**src/rtl/sat_ammo_counter.sv**
```systemverilog
// Saturating ammo counter: load, fire-by-rate and increment toward a loadable ceiling.
// One clock of latency on every count/ceiling update; async reset forces out=0, max=all ones.

// N-bit register with asynchronous active-high reset to a parameterised value.
module DFF #(
   parameter int            W       = 9,
   parameter logic [W-1:0]  RST_VAL = '0
) (
   input  logic         clk,
   input  logic         rst,
   input  logic [W-1:0] d_i,
   output logic [W-1:0] q_o
);
   always_ff @(posedge clk or posedge rst) begin
      if (rst) q_o <= RST_VAL;
      else     q_o <= d_i;
   end
endmodule

// Two-input AND-OR mux; sel_i must be one-hot.
module Mux2 #(
   parameter int W = 9
) (
   input  logic [1:0]   sel_i,
   input  logic [W-1:0] a_i,
   input  logic [W-1:0] b_i,
   output logic [W-1:0] y_o
);
   assign y_o = ({W{sel_i[0]}} & a_i) | ({W{sel_i[1]}} & b_i);
endmodule

// Four-input AND-OR mux; sel_i must be one-hot.
module Mux4 #(
   parameter int W = 9
) (
   input  logic [3:0]   sel_i,
   input  logic [W-1:0] d0_i,
   input  logic [W-1:0] d1_i,
   input  logic [W-1:0] d2_i,
   input  logic [W-1:0] d3_i,
   output logic [W-1:0] y_o
);
   assign y_o = ({W{sel_i[0]}} & d0_i) | ({W{sel_i[1]}} & d1_i) |
                ({W{sel_i[2]}} & d2_i) | ({W{sel_i[3]}} & d3_i);
endmodule

module sat_ammo_counter #(
   parameter int N = 9
) (
   input  logic         clk,
   input  logic         rst,
   input  logic         up,
   input  logic         down,
   input  logic         load,
   input  logic [1:0]   load_max,
   input  logic [N-1:0] in,
   input  logic [N-1:0] rate,
   output logic [N-1:0] out,
   output logic [N-1:0] max,
   output logic         empty,
   output logic         full
);
   logic [N-1:0] cnt_q, cnt_d, max_q, max_d;
   logic [N-1:0] cnt_plus1, cnt_minus, inc_val, dec_val;
   logic [3:0]   cnt_sel;
   logic [1:0]   max_sel, inc_sel, dec_sel;
   logic         at_ceiling, underflow, max_wr;

   assign at_ceiling = (cnt_q >= max_q);
   assign underflow  = (rate > cnt_q);
   assign cnt_plus1  = cnt_q + {{(N-1){1'b0}}, 1'b1};
   assign cnt_minus  = cnt_q - rate;

   // Only reached when cnt_q < max_q, so cnt_plus1 cannot wrap.
   assign inc_sel = {at_ceiling, ~at_ceiling};
   Mux2 #(.W(N)) u_inc (.sel_i(inc_sel), .a_i(cnt_plus1), .b_i(max_q), .y_o(inc_val));

   assign dec_sel = {underflow, ~underflow};
   Mux2 #(.W(N)) u_dec (.sel_i(dec_sel), .a_i(cnt_minus), .b_i({N{1'b0}}), .y_o(dec_val));

   // Priority encoder: load > down > up > hold, always exactly one bit set.
   assign cnt_sel[3] = load;
   assign cnt_sel[2] = ~load & down;
   assign cnt_sel[1] = ~load & ~down & up;
   assign cnt_sel[0] = ~load & ~down & ~up;

   Mux4 #(.W(N)) u_cnt_mux (
      .sel_i (cnt_sel),
      .d0_i  (cnt_q),
      .d1_i  (inc_val),
      .d2_i  (dec_val),
      .d3_i  (in),
      .y_o   (cnt_d)
   );

   assign max_wr  = (load_max == 2'b10);
   assign max_sel = {max_wr, ~max_wr};
   Mux2 #(.W(N)) u_max_mux (.sel_i(max_sel), .a_i(max_q), .b_i(in), .y_o(max_d));

   DFF #(.W(N), .RST_VAL({N{1'b0}})) u_cnt_reg (.clk(clk), .rst(rst), .d_i(cnt_d), .q_o(cnt_q));
   DFF #(.W(N), .RST_VAL({N{1'b1}})) u_max_reg (.clk(clk), .rst(rst), .d_i(max_d), .q_o(max_q));

   assign out   = cnt_q;
   assign max   = max_q;
   assign empty = (cnt_q == {N{1'b0}});
   assign full  = at_ceiling;
endmodule

```
**config.mk**
```make
export PLATFORM = sky130hd
export DESIGN_NAME = sat_ammo_counter
export DESIGN_NICKNAME = d
export VERILOG_FILES = /design/src/rtl/sat_ammo_counter.sv
export SDC_FILE = /design/constraint.sdc
export NUM_CORES = 1
export LEC_CHECK = 0
export CELL_PAD_IN_SITES_DETAIL_PLACEMENT = 0
export CELL_PAD_IN_SITES_GLOBAL_PLACEMENT = 2
export CORE_ASPECT_RATIO = 1.75
export CORE_UTILIZATION = 30
export DETAILED_ROUTE_END_ITERATION = 16
export MAX_ROUTING_LAYER = met4
export PLACE_DENSITY_LB_ADDON = 0.1
export RECOVER_POWER = 100
export SYNTH_ARGS = -nofsm -noshare
export SYNTH_HDL_FRONTEND = slang
export SYNTH_HIERARCHICAL = 1
export SYNTH_SLANG_ARGS = --single-unit
```
**constraint.sdc**
```tcl
create_clock -name clk -period 4.5 [get_ports clk]
set_input_delay 0.45 -clock clk [delete_from_list [all_inputs] [get_ports clk]]
set_output_delay 0.45 -clock clk [all_outputs]
set_load 0.02 [all_outputs]
```
==> impl_metrics.toml, run 1 <==
[run_status]
status = "complete, no violations"

[finish]
post-route-util = 0.412
fillCellCount = 589
drive_gt1_frac = 0.0785
layout.nets = 289
area_growth_syn_to_layout_pct = 29.9
antenna_cells = 0
fin_cells = 318

[timing]
tightest_slew_ns = 1.14
fmax_mhz = 308
finClkSkew_ns = 0.00451
rsz0062_at_grt = "false"
min_period_over_period = 0.722
hold_viol_final = 0
setup_viol_count_final = 0
fin_tns_setup_ns = 0
drv_slew = 0
min_period_ns = 3.25
relSlewSlack = 0.241

[cts]
cts_resized = 0
clk_path_buf_depth = 2
clock-root-buffer = "clkbuf_8"
postCtsSetupBuffers = 0
cts_buffers = 3
clk_pin_slew_ns = 0.07
clkSinkCount = 18
clock_latency_ns = 0.25
cts_tree = "done"
cts_max_level = 1
cts_hold_buf = 0

[floorplan]
die_area_sq_um = 6280
die_x_microns = 60.3
initial_core_util = 0.317
rows = 36
core_area_sq_um = 5630
io_pins = 45
die_y_microns = 104

[setup_path]
cp-end-kind = "output pin"
reg2regPathDepth = 12
cp_max_fo = 10
cp.arrival_ns = 2.80
cp-start-kind = "flip-flop"
max_stage_delay_ns = 0.65
worstSetupPathType = "reg2out"
cp.required_ns = 4.05
cpMaxStageDelayCell = "dlygate4sd3_1"
rr_startpoint = "u_cnt_reg/q_o[0]"
path_cells = "inv_1, ha_1, nand2b_1, a21oi_1, o21ai_0, a21oi_1, o21ai_0, buf_4, dlygate4sd3_1"
r2r_slack_ns = 1.61
r2r-end = "u_cnt_reg/q_o[6]"

[synth]
yosysMostFrequentCell = "a22o_1"
netlist_instances = 195
netlist_area_sq_um = 1790
syn_area_per_cell_sq_um = 9.16
ys.flop_type = "dfstp_2"
synth_cell_type_count = 36
ys_ff_latch = 18
synth_top_area_frac = 0.140
post-synth-top-area-cell = "ha_1"
async_flop_share = 1.00
yosysWarnings = 6
yosysSeqAreaShare = 0.258
synth-edff-count = 0
synthTopCellsByArea = "ha_1 (14%), dfstp_2 (13%), a22o_1 (13%)"
synth_common_cells = "a22o_1 (27), inv_1 (23), ha_1 (20)"

[grt]
antenna_found_initial = 0
grt.overflow.total = 0
grt_pass1_vias = 1731
grt_max_degree = 13
grt_pass1_wl_mm = 8.00
grtUsageTotal = 0.173

[route]
vias = 1568
antenna_left = 0
drt-total-wl_mm = 4.85
routedWlPerCell_microns = 15.3
drtIter0Drc = 51
drt_pass1_iterations = 4
via_per_inst = 4.93
drc = 0

[power_and_ir_drop]
cellPowerDensity_nw_per_um2 = 349
total_power_uw = 810
ir_worst_vdd_mv = 0.133
leakagePower_uw = 0.00111

[placed_design]
placed_cells = 314
gp_congestion = 0.769
place_hpwl_mm = 4.12
portBuffers = 44

[min_path]
min_to = "u_max_reg/q_o[7]"
min_from = "u_max_reg/q_o[7]"
min_path_cells = 1
hold_class = "reg2reg"

[run]
cap_violations = 0
==> state kept, by name (all words and copies together) (netlist names) <==
name           count
u_cnt_reg/q_o      9
u_max_reg/q_o      9
==> layer usage <==
metal	wire [microns]	global-route usage	up-vias
li1	-	-	802
met1	1870	0.171	733
met2	2800	0.327	29
met3	98	0.00871	4
met4	80	0.0681	0
met5	0	-	-
==> layout by cell type (no fill, tap or decap), types with 3 or more instances in the layout <==
master / instances
conb_1: 9
a21o_1: 6
o21ai_0: 3
inv_1: 23
nor2_1: 3
dfstp_2: 9
clkbuf_8: 4
and3_1: 3
a22oi_1: 16
xor2_1: 5
ha_1: 20
a21oi_1: 8
clkdlybuf4s50_1: 21
dlygate4sd3_1: 23
nand3_1: 3
xnor2_1: 9
dfrtp_1: 9
a22o_1: 27
nor2b_1: 3
nand4_1: 4
nand2_1: 12
==> layout make-up <==
type / instances / area [sq um] / share of cell area
repair buffers: 45 / 448 / 0.193
well taps: 76 / 95.1 / 0.0410
clock buffers: 4 / 55.1 / 0.0237
flip-flops and latches: 18 / 462 / 0.199
inverters: 23 / 86.3 / 0.0372
multi-input cells: 152 / 1170 / 0.506
==> critical path, delay by kind of cell, from the launching register on <==
family	cells	cell delay (ns)
DFF	1	0.48
AOI/OAI and AO/OA	4	0.62
and+or+nand+nor	1	0.14
buffers and inverters	3	0.99
adders and majority gates	1	0.31
==> through the flow <==
stage	hold slack, ns	worst slack (ns)	instance area, sq um
after detailed placement	0.581	1.35	2270
after CTS	0.515	1.27	2320
after floorplan	0.278	1.89	1820
after global placement	0.577	1.36	2270
final	0.585	1.25	2320
after global routing	0.604	1.04	2320
==> cells by family after synthesis <==
logic type	count (synthesis)	synth area share
flip-flops	18	0.258
buffers and inverters	33	0.101
XOR/XNOR	14	0.0686
AO/OA/AOI/OAI	70	0.305
other	1	0.00210
adder cells (fa/ha/maj)	21	0.151
AND/OR/NAND/NOR	38	0.114
==> how the worst max path moves through the flow <==
stage / startpoint / end / slack (ns)
2_1_floorplan: u_cnt_reg/q_o[0] / u_cnt_reg/q_o[6] / 1.89
3_3_place_gp: rate[0] / u_cnt_reg/q_o[6] / 1.36
3_5_place_dp: rate[0] / u_cnt_reg/q_o[6] / 1.35
4_1_cts: u_cnt_reg/q_o[0] / full / 1.27
5_1_grt: u_cnt_reg/q_o[0] / full / 1.04
6_report: u_cnt_reg/q_o[0] / full / 1.25
==> where the power goes <==
group	internal (uW)	leakage, uW	switching (uW)
logic	213	0.000877	220
registers	193	0.000204	51.6
clock network	77.7	0.0000288	54.2
Power figures use the tool's default switching activity.
==> inputs of run 2 (changes only) <==
clock period = 3 ns   (was 4.5 ns; I/O delays follow)
==> impl_metrics.toml, run 2 (synthesized netlist as in run 1, its figures left out) <==
[placed_design]
place_area_sq_um = 2330
place_hpwl_mm = 4.14
gp_congestion = 0.743
portBuffers = 44
dp_slack_ns = -0.0127

[power_and_ir_drop]
power_switching_uw = 490
cellPowerDensity_nw_per_um2 = 514
ir_worst_vdd_mv = 0.178
intPower_uw = 727
p_comb_frac = 0.571
p_clk_frac = 0.143
switching_share = 0.403
leakagePower_uw = 0.00114
power_frac_seq = 0.285

[timing]
fin_tns_setup_ns = 0
rsz0062_at_grt = "false"
finClkSkew_ns = 0.00749
setup_viol_count_final = 0
relSlewSlack = 0.228
min_period_ns = 2.75
min_period_over_period = 0.918
tightest_slew_ns = 1.15
drv_slew = 0
fmax_mhz = 363
layout_setup_ws_ns = 0.247
hold_viol_final = 0

[route]
drc = 0
vias = 1584
via_per_inst = 4.86
drt-total-wl_mm = 4.90
routedWlPerCell_microns = 15.0
drt_pass1_iterations = 3
drtIter0Drc = 36
antenna_left = 0

[floorplan]
die_area_sq_um = 6280
die_x_microns = 60.3
rows = 36
core_area_sq_um = 5630
initial_core_util = 0.317
io_pins = 45
die_y_microns = 104

[setup_path]
cp-end-kind = "output pin"
cpMaxStageDelayCell = "clkdlybuf4s50_1"
cp.arrival_ns = 2.45
path_cells = "inv_1, ha_1, a21oi_1, o21ai_0, a21oi_1, o21ai_0, clkdlybuf4s50_1"
cp_max_fo = 4
crit_buf_inv = 2
rr_startpoint = "u_cnt_reg/q_o[0]"
cp.required_ns = 2.70
max_stage_delay_ns = 0.65
r2r_slack_ns = 0.37
reg2regPathDepth = 12
r2r-end = "u_cnt_reg/q_o[6]"
worstSetupPathType = "reg2out"
cp-start-kind = "flip-flop"
critPathTopFamily = "buffers and inverters"

[finish]
area_growth_syn_to_layout_pct = 32.4
drive_gt1_frac = 0.100
layout_commonest_cell = "a22o_1"
layout.nets = 297
antenna_cells = 0
reg.largest.list = "u_cnt_reg/q_o (9), u_max_reg/q_o (9)"
mostFrequentLayoutCells = "a22o_1 (27), inv_1 (23), clkdlybuf4s50_1 (22), dlygate4sd3_1 (22), ha_1 (20)"
final_area_sq_um = 2370

[grt]
grt_max_degree = 13
use_met3 = 0.00373
antenna_found_initial = 0
grt_pass1_wl_mm = 8.35
top_usage_layer = "met2"
grt_util_met2 = 0.323
grt.overflow.total = 0
grtUsageTotal = 0.177
met1_usage = 0.199
grt_pass1_vias = 1705

[run]
cap_violations = 0

[run_status]
status = "complete, no violations"

[cts]
cts_buffers = 3
clock_latency_ns = 0.25
clkSinkCount = 18
cts_max_level = 1
clock-root-buffer = "clkbuf_8"
clk_pin_slew_ns = 0.07
postCtsSetupBuffers = 0
clk_path_buf_depth = 2
cts_tree = "done"

[min_path]
hold_class = "in2async"
run 2: cell types whose count changed in the layout (fill, tap and decap cells not counted):
cell and change:
dlygate4sd3_1 -1, clkbuf_1 +2, a22oi_1 +1, a21oi_1 -1, a22oi_2 -1, clkdlybuf4s50_1 +1, clkbuf_8 -1, a21oi_2 +1
buf_4 +7
run 2: how the worst max path moves through the flow:
stage	startpoint	end	slack (ns)	cells after the start
final	u_max_reg/q_o[1]	full	0.25	7
after global routing	u_max_reg/q_o[1]	full	0.06	7
after CTS	u_max_reg/q_o[1]	full	0.14	7
after detailed placement	rate[0]	u_cnt_reg/q_o[6]	-0.01	12
after global placement	rate[1]	u_cnt_reg/q_o[6]	0.005	12
after floorplan	u_cnt_reg/q_o[0]	u_cnt_reg/q_o[6]	0.39	12
run 2: timing repair:
action                     CTS  global route
hold buffers                 0             0
setup endpoints to repair    0             1
gates resized for setup      0             1
run 2: per-layer routing:
metal | part of all wire | vias up
li1 | - | 820
met1 | 0.41 | 733
met2 | 0.56 | 29
met3 | 0.015 | 2
met4 | 0.011 | 0
met5 | 0 | -
run 2: stage by stage:
| step | hold WS, ns | total power, uW | util | cells |
|---|---|---|---|---|
| after floorplan | 0.128 | 834 | - | 203 |
| after global placement | 0.577 | 1080 | 0.413 | 322 |
| after detailed placement | 0.581 | 1070 | 0.413 | 322 |
| after CTS | 0.362 | 1250 | 0.421 | 326 |
| after global routing | 0.537 | 1320 | 0.420 | 326 |
| final | 0.484 | 1220 | 0.420 | 326 |
run 2: area by class of cell:
type / instances / area, sq um
Fill cell: 584 / 3260
Multi-Input combinational cell: 152 / 1170
Inverter: 23 / 86.3
Timing Repair Buffer: 53 / 504
Sequential cell: 18 / 462
Tap cell: 76 / 95.1
Clock buffer: 4 / 45.0
run 2: power by group through the flow:
stage / registers, uW / clock network, uW / logic [uW]
after floorplan: 392 / 0 / 443
after global placement: 356 / 0 / 722
after detailed placement: 354 / 0 / 719
after CTS: 350 / 179 / 724
after global routing: 356 / 187 / 781
final: 347 / 174 / 696
